**config.mk**
```make
export PLATFORM = sky130hd
export DESIGN_NAME = decode_stage
export DESIGN_NICKNAME = d
export VERILOG_FILES = /design/src/rtl/decode_stage.sv
export SDC_FILE = /design/constraint.sdc
export NUM_CORES = 1
export LEC_CHECK = 0
export ABC_CLOCK_PERIOD_IN_PS = 2700
export BUFFER_PORTS_ARGS = -buffer_cell sky130_fd_sc_hd__buf_2
export CAP_MARGIN = 20
export CORE_MARGIN = 3
export CORE_UTILIZATION = 58
export CTS_BUF_LIST = sky130_fd_sc_hd__clkbuf_2 sky130_fd_sc_hd__clkbuf_4 sky130_fd_sc_hd__clkbuf_8
export CTS_CLUSTER_SIZE = 10
export DETAILED_ROUTE_END_ITERATION = 16
export PLACE_DENSITY = 0.82
export SYNTH_ARGS = -nofsm -noshare
export SYNTH_HDL_FRONTEND = slang
export SYNTH_SLANG_ARGS = --single-unit
export TNS_END_PERCENT = 10
```
**constraint.sdc**
```tcl
create_clock -name clk -period 2.7 [get_ports clk]
set_clock_uncertainty 0.15 [all_clocks]
set_input_delay 0.54 -clock clk [delete_from_list [all_inputs] [get_ports clk]]
set_output_delay 0.54 -clock clk [all_outputs]
set_load 0.02 [all_outputs]
```
**src/rtl/decode_stage.sv**
```systemverilog
// decode_stage
//   Instruction decode for the MIPS-I integer subset, sitting directly behind
//   fetch. Each accepted instruction is decoded combinationally and captured
//   into a two-entry skid buffer (output register + one skid slot), so the
//   upstream ready is a flop and never depends on downstream ready.
//
// Ports
//   clk, reset            : clock (rising edge), async active-low reset
//   flush                 : drop everything held and anything arriving this cycle
//   if_valid / if_ready   : fetch handshake (if_ready is registered)
//   if_instruction, if_pc : instruction word (big-endian corrected) and its PC
//   id_valid / id_ready   : execute handshake
//   id_pc, id_rs, id_rt, id_rd, id_imm, id_shamt, id_alu_op : decoded fields
//   id_alu_src_imm .. id_illegal : control flags
//   id_target             : branch/jump target, 0 for everything else
module decode_stage (
    input  logic        clk,
    input  logic        reset,
    input  logic        flush,
    input  logic        if_valid,
    output logic        if_ready,
    input  logic [31:0] if_instruction,
    input  logic [31:0] if_pc,
    output logic        id_valid,
    input  logic        id_ready,
    output logic [31:0] id_pc,
    output logic [4:0]  id_rs,
    output logic [4:0]  id_rt,
    output logic [4:0]  id_rd,
    output logic [31:0] id_imm,
    output logic [4:0]  id_shamt,
    output logic [3:0]  id_alu_op,
    output logic        id_alu_src_imm,
    output logic        id_reg_write,
    output logic        id_mem_read,
    output logic        id_mem_write,
    output logic        id_branch_eq,
    output logic        id_branch_ne,
    output logic        id_jump,
    output logic        id_jump_reg,
    output logic        id_illegal,
    output logic [31:0] id_target
);

    localparam logic [3:0] ALU_ADD = 4'd0, ALU_SUB = 4'd1, ALU_AND = 4'd2,
                           ALU_OR  = 4'd3, ALU_XOR = 4'd4, ALU_NOR = 4'd5,
                           ALU_SLT = 4'd6, ALU_SLTU = 4'd7, ALU_SLL = 4'd8,
                           ALU_SRL = 4'd9, ALU_SRA = 4'd10, ALU_LUI = 4'd11;

    typedef struct packed {
        logic [31:0] pc;
        logic [4:0]  rs;
        logic [4:0]  rt;
        logic [4:0]  rd;
        logic [31:0] imm;
        logic [4:0]  shamt;
        logic [3:0]  alu_op;
        logic        alu_src_imm;
        logic        reg_write;
        logic        mem_read;
        logic        mem_write;
        logic        branch_eq;
        logic        branch_ne;
        logic        jump;
        logic        jump_reg;
        logic        illegal;
        logic [31:0] target;
    } bundle_t;

    typedef enum logic [1:0] {EMPTY = 2'd0, ONE = 2'd1, TWO = 2'd2} state_e;

    // ------------------------------------------------------------------
    // Combinational decode of the incoming instruction
    // ------------------------------------------------------------------
    function automatic bundle_t decode(input logic [31:0] ins, input logic [31:0] pc);
        bundle_t     b;
        logic [5:0]  op;
        logic [5:0]  fn;
        logic [31:0] sext;
        logic [31:0] pc4;
        logic [4:0]  dst;
        logic        wr;
        b    = '0;
        op   = ins[31:26];
        fn   = ins[5:0];
        sext = {{16{ins[15]}}, ins[15:0]};
        pc4  = pc + 32'd4;
        dst  = 5'd0;
        wr   = 1'b0;

        b.pc    = pc;
        b.rs    = ins[25:21];
        b.rt    = ins[20:16];
        b.shamt = ins[10:6];
        // Logical immediates are zero-extended, everything else sign-extended
        b.imm   = (op == 6'h0C || op == 6'h0D || op == 6'h0E) ? {16'h0, ins[15:0]} : sext;

        case (op)
            6'h00: begin
                dst = ins[15:11];
                wr  = 1'b1;
                case (fn)
                    6'h20, 6'h21: b.alu_op = ALU_ADD;
                    6'h22, 6'h23: b.alu_op = ALU_SUB;
                    6'h24:        b.alu_op = ALU_AND;
                    6'h25:        b.alu_op = ALU_OR;
                    6'h26:        b.alu_op = ALU_XOR;
                    6'h27:        b.alu_op = ALU_NOR;
                    6'h2A:        b.alu_op = ALU_SLT;
                    6'h2B:        b.alu_op = ALU_SLTU;
                    6'h00:        b.alu_op = ALU_SLL;
                    6'h02:        b.alu_op = ALU_SRL;
                    6'h03:        b.alu_op = ALU_SRA;
                    6'h08: begin
                        b.jump_reg = 1'b1;
                        wr         = 1'b0;
                    end
                    default: begin
                        b.illegal = 1'b1;
                        wr        = 1'b0;
                    end
                endcase
            end
            6'h08, 6'h09, 6'h0A, 6'h0B, 6'h0C, 6'h0D, 6'h0E, 6'h0F: begin
                dst = ins[20:16];
                wr  = 1'b1;
                b.alu_src_imm = 1'b1;
                case (op)
                    6'h0A:   b.alu_op = ALU_SLT;
                    6'h0B:   b.alu_op = ALU_SLTU;
                    6'h0C:   b.alu_op = ALU_AND;
                    6'h0D:   b.alu_op = ALU_OR;
                    6'h0E:   b.alu_op = ALU_XOR;
                    6'h0F:   b.alu_op = ALU_LUI;
                    default: b.alu_op = ALU_ADD;
                endcase
            end
            6'h23: begin
                dst = ins[20:16];
                wr  = 1'b1;
                b.alu_src_imm = 1'b1;
                b.mem_read    = 1'b1;
            end
            6'h2B: begin
                dst = ins[20:16];
                b.alu_src_imm = 1'b1;
                b.mem_write   = 1'b1;
            end
            6'h04, 6'h05: begin
                dst         = ins[20:16];
                b.alu_op    = ALU_SUB;
                b.branch_eq = (op == 6'h04);
                b.branch_ne = (op == 6'h05);
                b.target    = pc4 + {sext[29:0], 2'b00};
            end
            6'h02, 6'h03: begin
                b.jump   = 1'b1;
                b.target = {pc4[31:28], ins[25:0], 2'b00};
                if (op == 6'h03) begin
                    dst = 5'd31;
                    wr  = 1'b1;
                end
            end
            default: b.illegal = 1'b1;
        endcase

        b.rd        = b.illegal ? 5'd0 : dst;
        // Writes to $zero are suppressed but rd still reports the destination
        b.reg_write = wr && (dst != 5'd0);
        return b;
    endfunction

    bundle_t dec;
    assign dec = decode(if_instruction, if_pc);

    // ------------------------------------------------------------------
    // Skid buffer control
    // ------------------------------------------------------------------
    state_e  state_q, state_d;
    logic    rdy_q, vld_q;
    bundle_t out_q, skid_q;
    logic    acc, drn;
    logic    ld_out, ld_skid, sel_skid;

    assign acc = if_valid && rdy_q;
    assign drn = vld_q && id_ready;

    // State register; ready/valid are flopped from the next state so neither
    // output has a combinational path from the handshake inputs.
    always_ff @(posedge clk or negedge reset) begin
        if (!reset) begin
            state_q <= EMPTY;
            rdy_q   <= 1'b1;
            vld_q   <= 1'b0;
        end else begin
            state_q <= state_d;
            rdy_q   <= (state_d != TWO);
            vld_q   <= (state_d != EMPTY);
        end
    end

    // Next-state logic; flush overrides both accept and drain
    always_comb begin
        state_d = state_q;
        if (flush) begin
            state_d = EMPTY;
        end else begin
            case (state_q)
                EMPTY: if (acc) state_d = ONE;
                ONE: begin
                    if (acc && !drn)      state_d = TWO;
                    else if (!acc && drn) state_d = EMPTY;
                end
                TWO:     if (drn) state_d = ONE;
                default: state_d = EMPTY;
            endcase
        end
    end

    // Datapath load controls
    always_comb begin
        ld_out   = 1'b0;
        ld_skid  = 1'b0;
        sel_skid = 1'b0;
        if (!flush) begin
            case (state_q)
                EMPTY: ld_out = acc;
                ONE: begin
                    ld_out  = acc && drn;
                    ld_skid = acc && !drn;
                end
                TWO: begin
                    ld_out   = drn;
                    sel_skid = 1'b1;
                end
                default: ;
            endcase
        end
    end

    always_ff @(posedge clk or negedge reset) begin
        if (!reset) begin
            out_q  <= '0;
            skid_q <= '0;
        end else begin
            if (ld_out)  out_q  <= sel_skid ? skid_q : dec;
            if (ld_skid) skid_q <= dec;
        end
    end

    assign if_ready       = rdy_q;
    assign id_valid       = vld_q;
    assign id_pc          = out_q.pc;
    assign id_rs          = out_q.rs;
    assign id_rt          = out_q.rt;
    assign id_rd          = out_q.rd;
    assign id_imm         = out_q.imm;
    assign id_shamt       = out_q.shamt;
    assign id_alu_op      = out_q.alu_op;
    assign id_alu_src_imm = out_q.alu_src_imm;
    assign id_reg_write   = out_q.reg_write;
    assign id_mem_read    = out_q.mem_read;
    assign id_mem_write   = out_q.mem_write;
    assign id_branch_eq   = out_q.branch_eq;
    assign id_branch_ne   = out_q.branch_ne;
    assign id_jump        = out_q.jump;
    assign id_jump_reg    = out_q.jump_reg;
    assign id_illegal     = out_q.illegal;
    assign id_target      = out_q.target;

endmodule
```
==> key figures, run 1 <==
Timing
  • Final hold violations: 0
  • Hold slack: about 0.11 ns
  • RSZ-0062 raised after global routing: yes
  • Fin Setup TNS: -17.49 ns
  • Worst setup margin: -0.748 ns
  • Post-route clock period utilization: 1.28
  • Pins Over Slew Limit: 0
  • Slew HR: 0.659
  • Achievable clock frequency: ~0.29 GHz
  • Final setup violation count: 39
  • Final Critical Period: roughly 3.4 ns
  • Slew @ Worst Pin: 0.512 ns

Clocking
  • Clock transition at the registers of the reported paths: 0.06 ns
  • Deepest clock path buffer count: 3
  • Root buffer cell: clkbuf_8
  • Worst-skew pair later-pin latency: 0.54 ns
  • Sink Count: 222
  • CTS tree: built
  • H-tree levels: 2
  • Total CTS buffers: 39

Finish
  • Max FFs per register: around 110
  • Largest reg by FF count: skid_q
  • Nets: 1686
  • Register Area: 5560 um2
  • Final design utilization: 0.791
  • Area grow syn2layout: 32.8%
  • ANT cells: 0
  • Final Instance Area: between 15000 and 20000 um2
  • Layout cell share with drive strength beyond 1: 0.407
  • Layout fillers: 1251
  • Multi-input logic area: 6620 um2

Logic synthesis
  • Synth area leaders: dfrtp_1 46%, mux2_2 6.2%, o21ai_0 6.2%
  • Post-synth top area share: 0.456
  • Mapped Area: 12100 um2
  • Post-synth top area cell: dfrtp_1
  • Syn nets: 1345
  • Synth warn: 0
  • Most common cell in the netlist: dfrtp_1
  • Post-synth top flop: dfrtp_1
  • EDFF count, synth: 0
  • Fraction of registers with async set or reset after synthesis: 1.00
  • Sequential cell area fraction in the yosys report: 0.458
  • Syn Inst Count: approximately 1.2k
  • Yosys cell types: between 70 and 80
  • Avg Synthesized Cell Area: 9.78 um2
  • Post-synth top cells: 221 x dfrtp_1, 198 x nand2_1, 150 x o21ai_0
  • #FFs+latches synth: between 200 and 250

Place
  • Placed cell area: between 10000 and 15000 um2
  • Detailed Place HPWL: approximately 23000 um
  • Final Wtd Congestion: 0.963
  • Buffers added on ports: around 200

Power
  • Pwr dens: 703 nW/um2
  • Leakage power figure: between 7 and 8 nW
  • Worst VDD drop: approximately 460 uV
  • Overall power: between 0.01 and 0.015 W

Worst setup path
  • Slowest stage delay, CP: 0.32 ns
  • Kind of critical path: in -> reg
  • CP Buf/Inv Count: 2
  • Worst endpoint required time: a little under 3 ns
  • CP Capture Type: flip-flop
  • Most frequent CP cell: a21oi_2
  • Max FO, Critical Path: 4
  • Slack of the worst reg-to-reg path: roughly 0.44 ns
  • Reg-to-reg endpoint: id_target[24]$_DFFE_PN0P_
  • Crit path max-delay family: compound AO/OA/AOI/OAI gates
  • Critical Path AT: roughly 3.7 ns
  • Critical-path cell list: buf_8, and4_4, nand3_4, nor3_4, buf_4, nand2_1, xnor2_2, ha_1, a21oi_2, o21ai_1, a21oi_2, nor2_4, a41oi_4, a31oi_4, a21o_1, a211o_1, a32oi_2, a21oi_1
  • CP startpoint kind: primary input
  • Slowest CP cell: ha_1
  • Worst r2r path cells: 8
  • Worst reg2reg startpoint: if_ready$_DFF_PN1_

Route
  • Routed wire length per instance: around 19 um
  • Post-route DRC violation count: 0
  • Detailed Route Iter0 Violations: between 700 and 800
  • Vias per cell: just under 6
  • Detail Route Antenna Nets: 0
  • Initial DRT Pass Iterations: 5
  • Via Count: roughly 11k
  • Routed wire length: 35500 um

Min path
  • WHS Endpoint: skid_q[101]$_DFFE_PN0P_
  • Hold depth: 2
  • Hold wc startpoint: if_pc[4]
  • HP Class: in -> reg

Global route
  • Initial antenna violation count: 0
  • First-pass GRT wire length: about 54000 um
  • Pin count of the biggest net entering global routing: between 100 and 150
  • Vias in the first global route: 10.5k
  • Overflow after GRT: 0
  • Global-route usage over all layers: 0.294

Floorplan
  • IO Count: 200
  • Core area: between 20000 and 25000 um2
  • Die area: ~23000 um2
  • Initial Util: 0.595
  • Die Wd: approximately 150 um
  • Die height: 151 um
  • Number of cell rows: 52

Run
  • Max cap viols: 0

Run status
  • Failing checks: setup timing
  • Outcome: finished, violations left
-- placed cells by master, fill, tap and decap left out, types with 13 or more instances in the layout --
| cell | netlist | routed |
|---|---|---|
| xor2_1 | 19 | 16 |
| nand3_1 | 21 | 14 |
| o22ai_1 | 26 | 23 |
| nand2_1 | 198 | 191 |
| inv_1 | 14 | 14 |
| buf_2 | 12 | 189 |
| mux2i_1 | 59 | 59 |
| clkbuf_8 | 1 | 50 |
| ha_1 | 35 | 31 |
| clkbuf_4 | 0 | 13 |
| dfrtp_1 | 221 | 221 |
| mux2_2 | 67 | 67 |
| a21oi_2 | 1 | 17 |
| buf_4 | 21 | 186 |
| o21ai_1 | 12 | 21 |
| a21oi_1 | 43 | 26 |
| o21ai_0 | 150 | 136 |
| xnor2_1 | 33 | 22 |
| nor2_1 | 51 | 42 |
-- report_power, final --
part           total (W)  internal [W]  switching, W
Clock            0.00321       0.00185       0.00136
Combinational    0.00344       0.00144       0.00200
Sequential       0.00467       0.00419      0.000483
-- metrics by stage --
stage | worst slack [ns] | instances
after global routing | -0.851 | 1880
after floorplan | -0.836 | 1240
after CTS | -0.509 | 1856
final | -0.748 | 1880
after detailed placement | -1.24 | 1768
after global placement | -1.18 | 1768
-- worst max-delay path by stage --
stage                          from                   endpoint  slack (ns)  cells after the start
after floorplan            if_pc[9]  id_target[28]$_DFFE_PN0P_       -0.84                     15
after global placement     if_pc[5]  id_target[28]$_DFFE_PN0P_       -1.18                     17
after detailed placement   if_pc[5]  id_target[28]$_DFFE_PN0P_       -1.24                     17
after CTS                 if_pc[10]  id_target[28]$_DFFE_PN0P_       -0.51                     14
after global routing       if_pc[9]  id_target[28]$_DFFE_PN0P_       -0.85                     17
final                      if_pc[9]  id_target[29]$_DFFE_PN0P_       -0.75                     18
-- cells by family after synthesis --
group	Yosys count	share of synthesized area
buffers and inverters	112	0.0451
multiplexers	126	0.111
flip-flops	222	0.458
AO/OA/AOI/OAI	339	0.176
adder cells (fa/ha/maj)	36	0.0378
AND/OR/NAND/NOR	352	0.133
XOR/XNOR	53	0.0389
-- area by class of cell --
class,instances,area share
sequential,222,0.345
multi-input combinational,906,0.411
clock inverter,7,0.00264
inverter,14,0.00326
clock buffer,63,0.0488
timing repair buffer,398,0.168
tap,270,0.0210
-- metal layers --
metal | wire length, um | GRT usage | vias up
met1 | 14700 | 0.394 | 5318
met2 | 17400 | 0.489 | 455
met4 | 978 | 0.0866 | 0
met5 | 0 | 0 | -
li1 | - | - | 5107
met3 | 2410 | 0.0554 | 86
-- timing repair --
item,CTS,global route
hold buffers,1,0
setup buffers,17,24
endpoints found under the setup margin,41,44
pin swaps,42,68
gates cloned,0,0
resized for setup,62,68
hold endpoints to repair,60,0
-- worst reg2reg max path, cell delays in order (launching register included) --
cell     delay, ns
dfstp_2       0.52
nand2_1       0.10
o21a_1        0.19
nor2_1        0.12
nor2_1        0.08
or2_4         0.39
or3_1         0.35
o21ai_0       0.12
a21oi_1       0.08
No activity file was read; power rests on OpenSTA's default activity.
==> run 2: changes to the inputs <==
- PLACE_DENSITY: 0.82 -> unset
- PLACE_DENSITY_LB_ADDON: unset -> 0.15
==> run 2 against run 1 <==
Global-route usage fell by 1.4 points; via count fell by 4.5%; wire length fell by 9.3%; the flow still finishes with violations (setup timing); combinational power fell by 5%; critical path type unchanged.
==> key figures, run 2 (synthesis gave the netlist of run 1 again) <==
Worst setup path
  • Kind of critical path: in -> reg
  • Critical Path AT: 3.57 ns (-0.12 ns)
  • Worst endpoint required time: 2.94 ns (about the same)
  • CP startpoint kind: primary input
  • Slack of the worst reg-to-reg path: 0.37 ns (-0.07 ns)
  • Max FO, Critical Path: 4 (unchanged)
  • CP Capture Type: flip-flop

Global route
  • Overflow after GRT: 0 (unchanged)
  • GR peak layer: met2
  • Met3 Use GR: 0.0506 (-0.00482)
  • Met2 Usage GRT: 0.455 (-0.0336)
  • Pin count of the biggest net entering global routing: 78 (-27%)
  • Met1 layer usage reported by global route: 0.390 (-0.00437)
  • First-pass GRT wire length: 51600 um (-3.8%)
  • Global-route usage over all layers: 0.280 (-0.0136)
  • Initial antenna violation count: 1 (+1)
  • Vias in the first global route: 10.2k (-3.3%)

Floorplan
  • Die area: 22700 um2 (unchanged)
  • Core area: 20400 um2 (unchanged)
  • Die Wd: 151 um (unchanged)
  • Die height: 151 um (unchanged)
  • Number of cell rows: 52 (unchanged)
  • IO Count: 200 (unchanged)
  • Initial Util: 0.595 (unchanged)

Timing
  • Hold slack: 0.131 ns (+0.0201 ns)
  • RSZ-0062 raised after global routing: yes
  • Worst setup margin: -0.622 ns (+0.126 ns)
  • Slew HR: 0.579 (-0.0800)
  • Slew @ Worst Pin: 0.632 ns (+0.120 ns)
  • Final Critical Period: 3.32 ns (-0.126 ns)
  • Pins Over Slew Limit: 0 (unchanged)
  • Post-route clock period utilization: 1.23 (-0.0466)
  • Final hold violations: 0 (unchanged)
  • Achievable clock frequency: 0.301 GHz (+3.8%)
  • Final setup violation count: 40 (+2.6%)

Min path
  • HP Class: in -> reg

Run status
  • Outcome: finished, violations left
  • Failing checks: setup timing

Clocking
  • Clock transition at the registers of the reported paths: 0.06 ns (about the same)
  • Deepest clock path buffer count: 3 (unchanged)
  • Total CTS buffers: 38 (-2.6%)
  • H-tree levels: 2 (unchanged)
  • Sink Count: 222 (unchanged)
  • CTS tree: built
  • Worst-skew pair later-pin latency: 0.52 ns (-0.02 ns)
  • Root buffer cell: clkbuf_8

Finish
  • Commonest cells after routing, fill and taps aside: 221 x dfrtp_1, 194 x nand2_1, 192 x buf_2
  • Max FFs per register: 109 (unchanged)
  • Layout fillers: 1457 (+16%)
  • Final design utilization: 0.765 (-0.0256)
  • Largest reg by FF count: skid_q
  • Nets: 1657 (-1.7%)
  • Layout cell share with drive strength beyond 1: 0.379 (-0.0286)
  • Commonest non-fill, non-tap cell in the layout: dfrtp_1
  • Area grow syn2layout: 28.5%

Place
  • Final Wtd Congestion: 0.924 (-4.0%)
  • Buffers added on ports: 199 (unchanged)
  • Detailed Place HPWL: 22700 um (-3.0%)

Route
  • Via Count: 10.5k (-4.5%)
  • Detail Route Antenna Nets: 0 (unchanged)
  • Post-route DRC violation count: 0 (unchanged)
  • Detailed Route Iter0 Violations: 502 (-33%)
  • Vias per cell: 5.68 (-2.7%)
  • Routed wire length per instance: 17.5 um (-7.5%)
  • Initial DRT Pass Iterations: 7 (+2)
  • Routed wire length: 32200 um (-9.3%)

Power
  • Pwr dens: 699 nW/um2 (-0.58%)
  • Worst VDD drop: 494 uV (+7.8%)
  • Leakage power figure: 7.35 nW (-3.2%)

Run
  • Max cap viols: 0 (unchanged)
==> run 2: through the flow <==
step           setup TNS [ns]  setup slack [ns]  cell area, um2  std cells  power [W]
3_5_place_dp           -43.83             -1.22           14400       1768    0.00784
2_1_floorplan          -20.66            -0.836           12200       1240    0.00671
5_1_grt                -20.38            -0.744           15600       1844     0.0115
6_report               -14.25            -0.622           15600       1844     0.0109
3_3_place_gp           -40.46             -1.12           14400       1768    0.00771
4_1_cts                -11.85            -0.583           15300       1836     0.0109
==> run 2: final cells by class <==
type / count / area (um2) / area share
antenna: 1 / 2.50 / 0.000161
tap: 270 / 338 / 0.0217
clock buffer: 57 / 716 / 0.0459
inverter: 14 / 52.6 / 0.00337
sequential: 222 / 5560 / 0.357
timing repair buffer: 370 / 2440 / 0.157
clock inverter: 4 / 22.5 / 0.00145
multi-input combinational: 906 / 6450 / 0.414
==> run 2: power by group <==
part	switching, W	leakage, nW	internal (W)	total, W
clock	0.00132	0.393	0.00168	0.00299
sequential	0.000456	2.87	0.00419	0.00464
combinational	0.00189	4.09	0.00137	0.00326
total	0.00366	7.35	0.00724	0.0109
==> run 2: worst paths after layout <==
| path | cells past startpoint | start | to |
|---|---|---|---|
| max | 15 | if_pc[7] | id_target[28]$_DFFE_PN0P_ |
| min | 2 | if_pc[4] | skid_q[101]$_DFFE_PN0P_ |
| max reg2reg | 8 | state_q[0]$_DFF_PN0_ | id_target[31]$_DFFE_PN0P_ |
| min reg2reg | 2 | id_target[8]$_DFFE_PN0P_ | id_target[8]$_DFFE_PN0P_ |
| max in group asynchronous | 3 | reset | if_ready$_DFF_PN1_ |
| min in group asynchronous | 2 | reset | id_target[6]$_DFFE_PN0P_ |
==> run 2: per-layer routing <==
metal  up-vias  routed length (um)
met5         -                   0
met4         0                 689
met3        57                2000
met2       313               15400
met1      5067               14100
li1       5033                   -
==> run 2: repair_timing <==
action | CTS | global route
setup endpoints to repair | 43 | 45
endpoints found under the hold margin | 67 | 0
pin swaps | 37 | 42
resized for setup | 36 | 52
setup buffers | 6 | 7
hold buffers | 1 | 0
==> run 2: critical path: stages <==
cell      delay, ns
buf_2          0.10
nand4_1        0.19
nor4b_4        0.47
nand2_1        0.12
xnor2_1        0.15
ha_1           0.35
a21o_1         0.18
a21o_1         0.16
a21oi_2        0.23
o22ai_2        0.10
or3_4          0.39
a21oi_4        0.14
xnor2_2        0.09
a221oi_2       0.28
o31ai_2        0.08
==> run 3: changes to the inputs <==
- CORE_UTILIZATION: 58 -> 57
- CTS_BUF_LIST: sky130_fd_sc_hd__clkbuf_2 sky130_fd_sc_hd__clkbuf_4 sky130_fd_sc_hd__clkbuf_8 -> unset
==> run 3 against run 2 <==
The flow still finishes with violations (setup timing); sequential cell count stayed put; critical path depth is 2 higher; critical path type unchanged; sequential power hardly changed; largest cell class unchanged; critical endpoint unchanged; sequential share of layout area is 0.50 points lower; utilization is 0.35 points higher.
==> key figures, run 3 (synthesis gave the netlist of run 1 again) <==
Clocking
  • Sink Count: 222 (unchanged)
  • Root buffer cell: clkbuf_16
  • CTS tree: built
  • Deepest clock path buffer count: 3 (unchanged)
  • Clock transition at the registers of the reported paths: 0.06 ns (about the same)
  • Worst-skew pair later-pin latency: 0.54 ns (+0.02 ns)
  • Total CTS buffers: 27 (-29%)
  • H-tree levels: 1 (-1)

Finish
  • Layout cell share with drive strength beyond 1: 0.364 (-0.0146)
  • ANT cells: 0 (-1)
  • Final design utilization: 0.769 (+0.00351)
  • Post-Layout Cell Count: 1832 (-0.65%)
  • Area grow syn2layout: 30.3%
  • Max FFs per register: 109 (unchanged)
  • Layout fillers: 1456 (-0.069%)
  • Nets: 1651 (-0.36%)
  • Commonest non-fill, non-tap cell in the layout: dfrtp_1
  • Largest reg by FF count: skid_q
  • Commonest cells after routing, fill and taps aside: 221 x dfrtp_1, 192 x nand2_1, 189 x buf_2

Timing
  • Final Critical Period: 3.25 ns (-0.0756 ns)
  • Slew @ Worst Pin: 0.625 ns (-0.00643 ns)
  • RSZ-0062 raised after global routing: yes
  • Final setup violation count: 40 (unchanged)
  • Post-route clock period utilization: 1.20 (-0.0280)
  • Pins Over Slew Limit: 0 (unchanged)
  • Achievable clock frequency: 0.308 GHz (+2.3%)
  • Final hold violations: 0 (unchanged)
  • Worst setup margin: -0.547 ns (+0.0756 ns)
  • Fin Setup TNS: -11.70 ns (+2.55 ns)
  • Slew HR: 0.583 (+0.00429)

Run
  • Max cap viols: 0 (unchanged)

Power
  • Pwr dens: 724 nW/um2 (+3.6%)
  • Leakage power figure: 7.42 nW (+0.91%)
  • Worst VDD drop: 514 uV (+4.0%)

Min path
  • HP Class: in -> reg

Route
  • Met2 WL: 15900 um (+3.2%)
  • Wl on met1: 14500 um (+2.8%)
  • Via Count: 10.4k (-0.36%)
  • Post-route DRC violation count: 0 (unchanged)
  • Top Metal Used: met4
  • Routed wire length: 32800 um (+1.8%)
  • Vias per cell: 5.69 (+0.29%)
  • Detailed Route Iter0 Violations: 568 (+13%)
  • Routed wire length per instance: 17.9 um (+2.4%)
  • Met3 WL post-DR: 1640 um (-18%)
  • Initial DRT Pass Iterations: 6 (-1)
  • Detail Route Antenna Nets: 0 (unchanged)

Place
  • Detailed Place HPWL: 23100 um (+1.7%)
  • Buffers added on ports: 199 (unchanged)
  • Inst Count DP: 1770 (+0.11%)
  • Final Wtd Congestion: 0.922 (-0.22%)

Global route
  • Pin count of the biggest net entering global routing: 82 (+5.1%)
  • Global-route usage over all layers: 0.274 (-0.00643)
  • Vias in the first global route: 10.3k (+0.95%)
  • Initial antenna violation count: 0 (-1)
  • First-pass GRT wire length: 53200 um (+3.1%)
  • Overflow after GRT: 0 (unchanged)

Floorplan
  • Initial Util: 0.590 (-0.00565)
  • Die area: 23100 um2 (+1.7%)
  • Die Wd: 152 um (+0.84%)
  • Die height: 152 um (+0.84%)
  • Core area: 20600 um2 (+0.96%)
  • IO Count: 200 (unchanged)
  • Number of cell rows: 52 (unchanged)

Run status
  • Failing checks: setup timing
  • Outcome: finished, violations left

Worst setup path
  • CP Capture Type: flip-flop
  • CP startpoint kind: primary input
  • Worst endpoint required time: 2.95 ns (about the same)
  • Kind of critical path: in -> reg
  • Critical Path AT: 3.50 ns (-0.07 ns)
  • Max FO, Critical Path: 4 (unchanged)
run 3: cell types whose count changed in the layout (fill, tap and decap cells not counted), sizes merged:
cell	before	now
clkinv	3	1
buf	369	374
diode	1	0
bufinv	0	2
inv	14	15
clkbuf	57	41
clkinvlp	1	0
run 3: critical path, stage by stage:
cell and delay [ns]:
buf_8 0.08, and4_4 0.24, nand3_4 0.08, nor3_4 0.21, buf_6 0.15, and3_4 0.20, nand2_4 0.05, xnor2_2 0.13
ha_1 0.33, a21o_1 0.20, a21oi_2 0.18, o22ai_2 0.12, or3_1 0.37, a21oi_2 0.18, xnor2_2 0.10, a221oi_2 0.26
o31ai_2 0.08
run 3: through the flow:
step                area (um2)  power, W  hold slack (ns)  setup slack, ns
finish                   15800    0.0114            0.103           -0.547
global route             15800    0.0120            0.107           -0.704
CTS                      15500    0.0114           0.0899           -0.466
detailed placement       14400   0.00787            0.314            -1.21
global placement         14400   0.00773            0.305            -1.17
floorplan                12200   0.00671           0.0944           -0.836
run 3: where the power goes:
part	internal [W]	total [W]	switching (W)	leakage (nW)
clock network	0.00211	0.00350	0.00139	0.409
logic	0.00139	0.00329	0.00190	4.14
registers	0.00419	0.00466	0.000473	2.87
total	0.00769	0.0114	0.00376	7.42
run 3: what timing repair did:
action	4_1_cts	5_1_grt
hold buffers	1	0
pin swaps	39	41
setup endpoints to repair	42	45
resized for setup	48	39
hold endpoints to repair	58	0
setup buffers	7	9
run 3: final timing paths:
path / end / depth (start not counted) / start / slack, ns
min in group asynchronous: id_target[7]$_DFFE_PN0P_ / 2 / reset / 0.40
setup reg to reg: id_pc[3]$_DFFE_PN0P_ / 7 / state_q[0]$_DFF_PN0_ / 0.43
hold / removal: skid_q[101]$_DFFE_PN0P_ / 2 / if_pc[4] / 0.10
max in group asynchronous: id_rt[1]$_DFFE_PN0P_ / 3 / reset / 1.29
hold reg to reg: id_target[8]$_DFFE_PN0P_ / 2 / id_target[8]$_DFFE_PN0P_ / 0.32
setup / recovery: id_target[28]$_DFFE_PN0P_ / 17 / if_pc[10] / -0.55
run 3: layer usage:
layer,vias to the layer above,GRT usage
met5,-,0
met4,0,0.0706
met1,5082,0.383
li1,5019,-
met2,274,0.454
met3,57,0.0395
run 3: area by class of cell:
class	instances	area, um2	area share
multi-input combinational	906	6460	0.409
tap	270	338	0.0214
clock inverter	4	85.1	0.00538
timing repair buffer	375	2550	0.162
clock buffer	41	758	0.0480
inverter	14	52.6	0.00333
sequential	222	5560	0.352
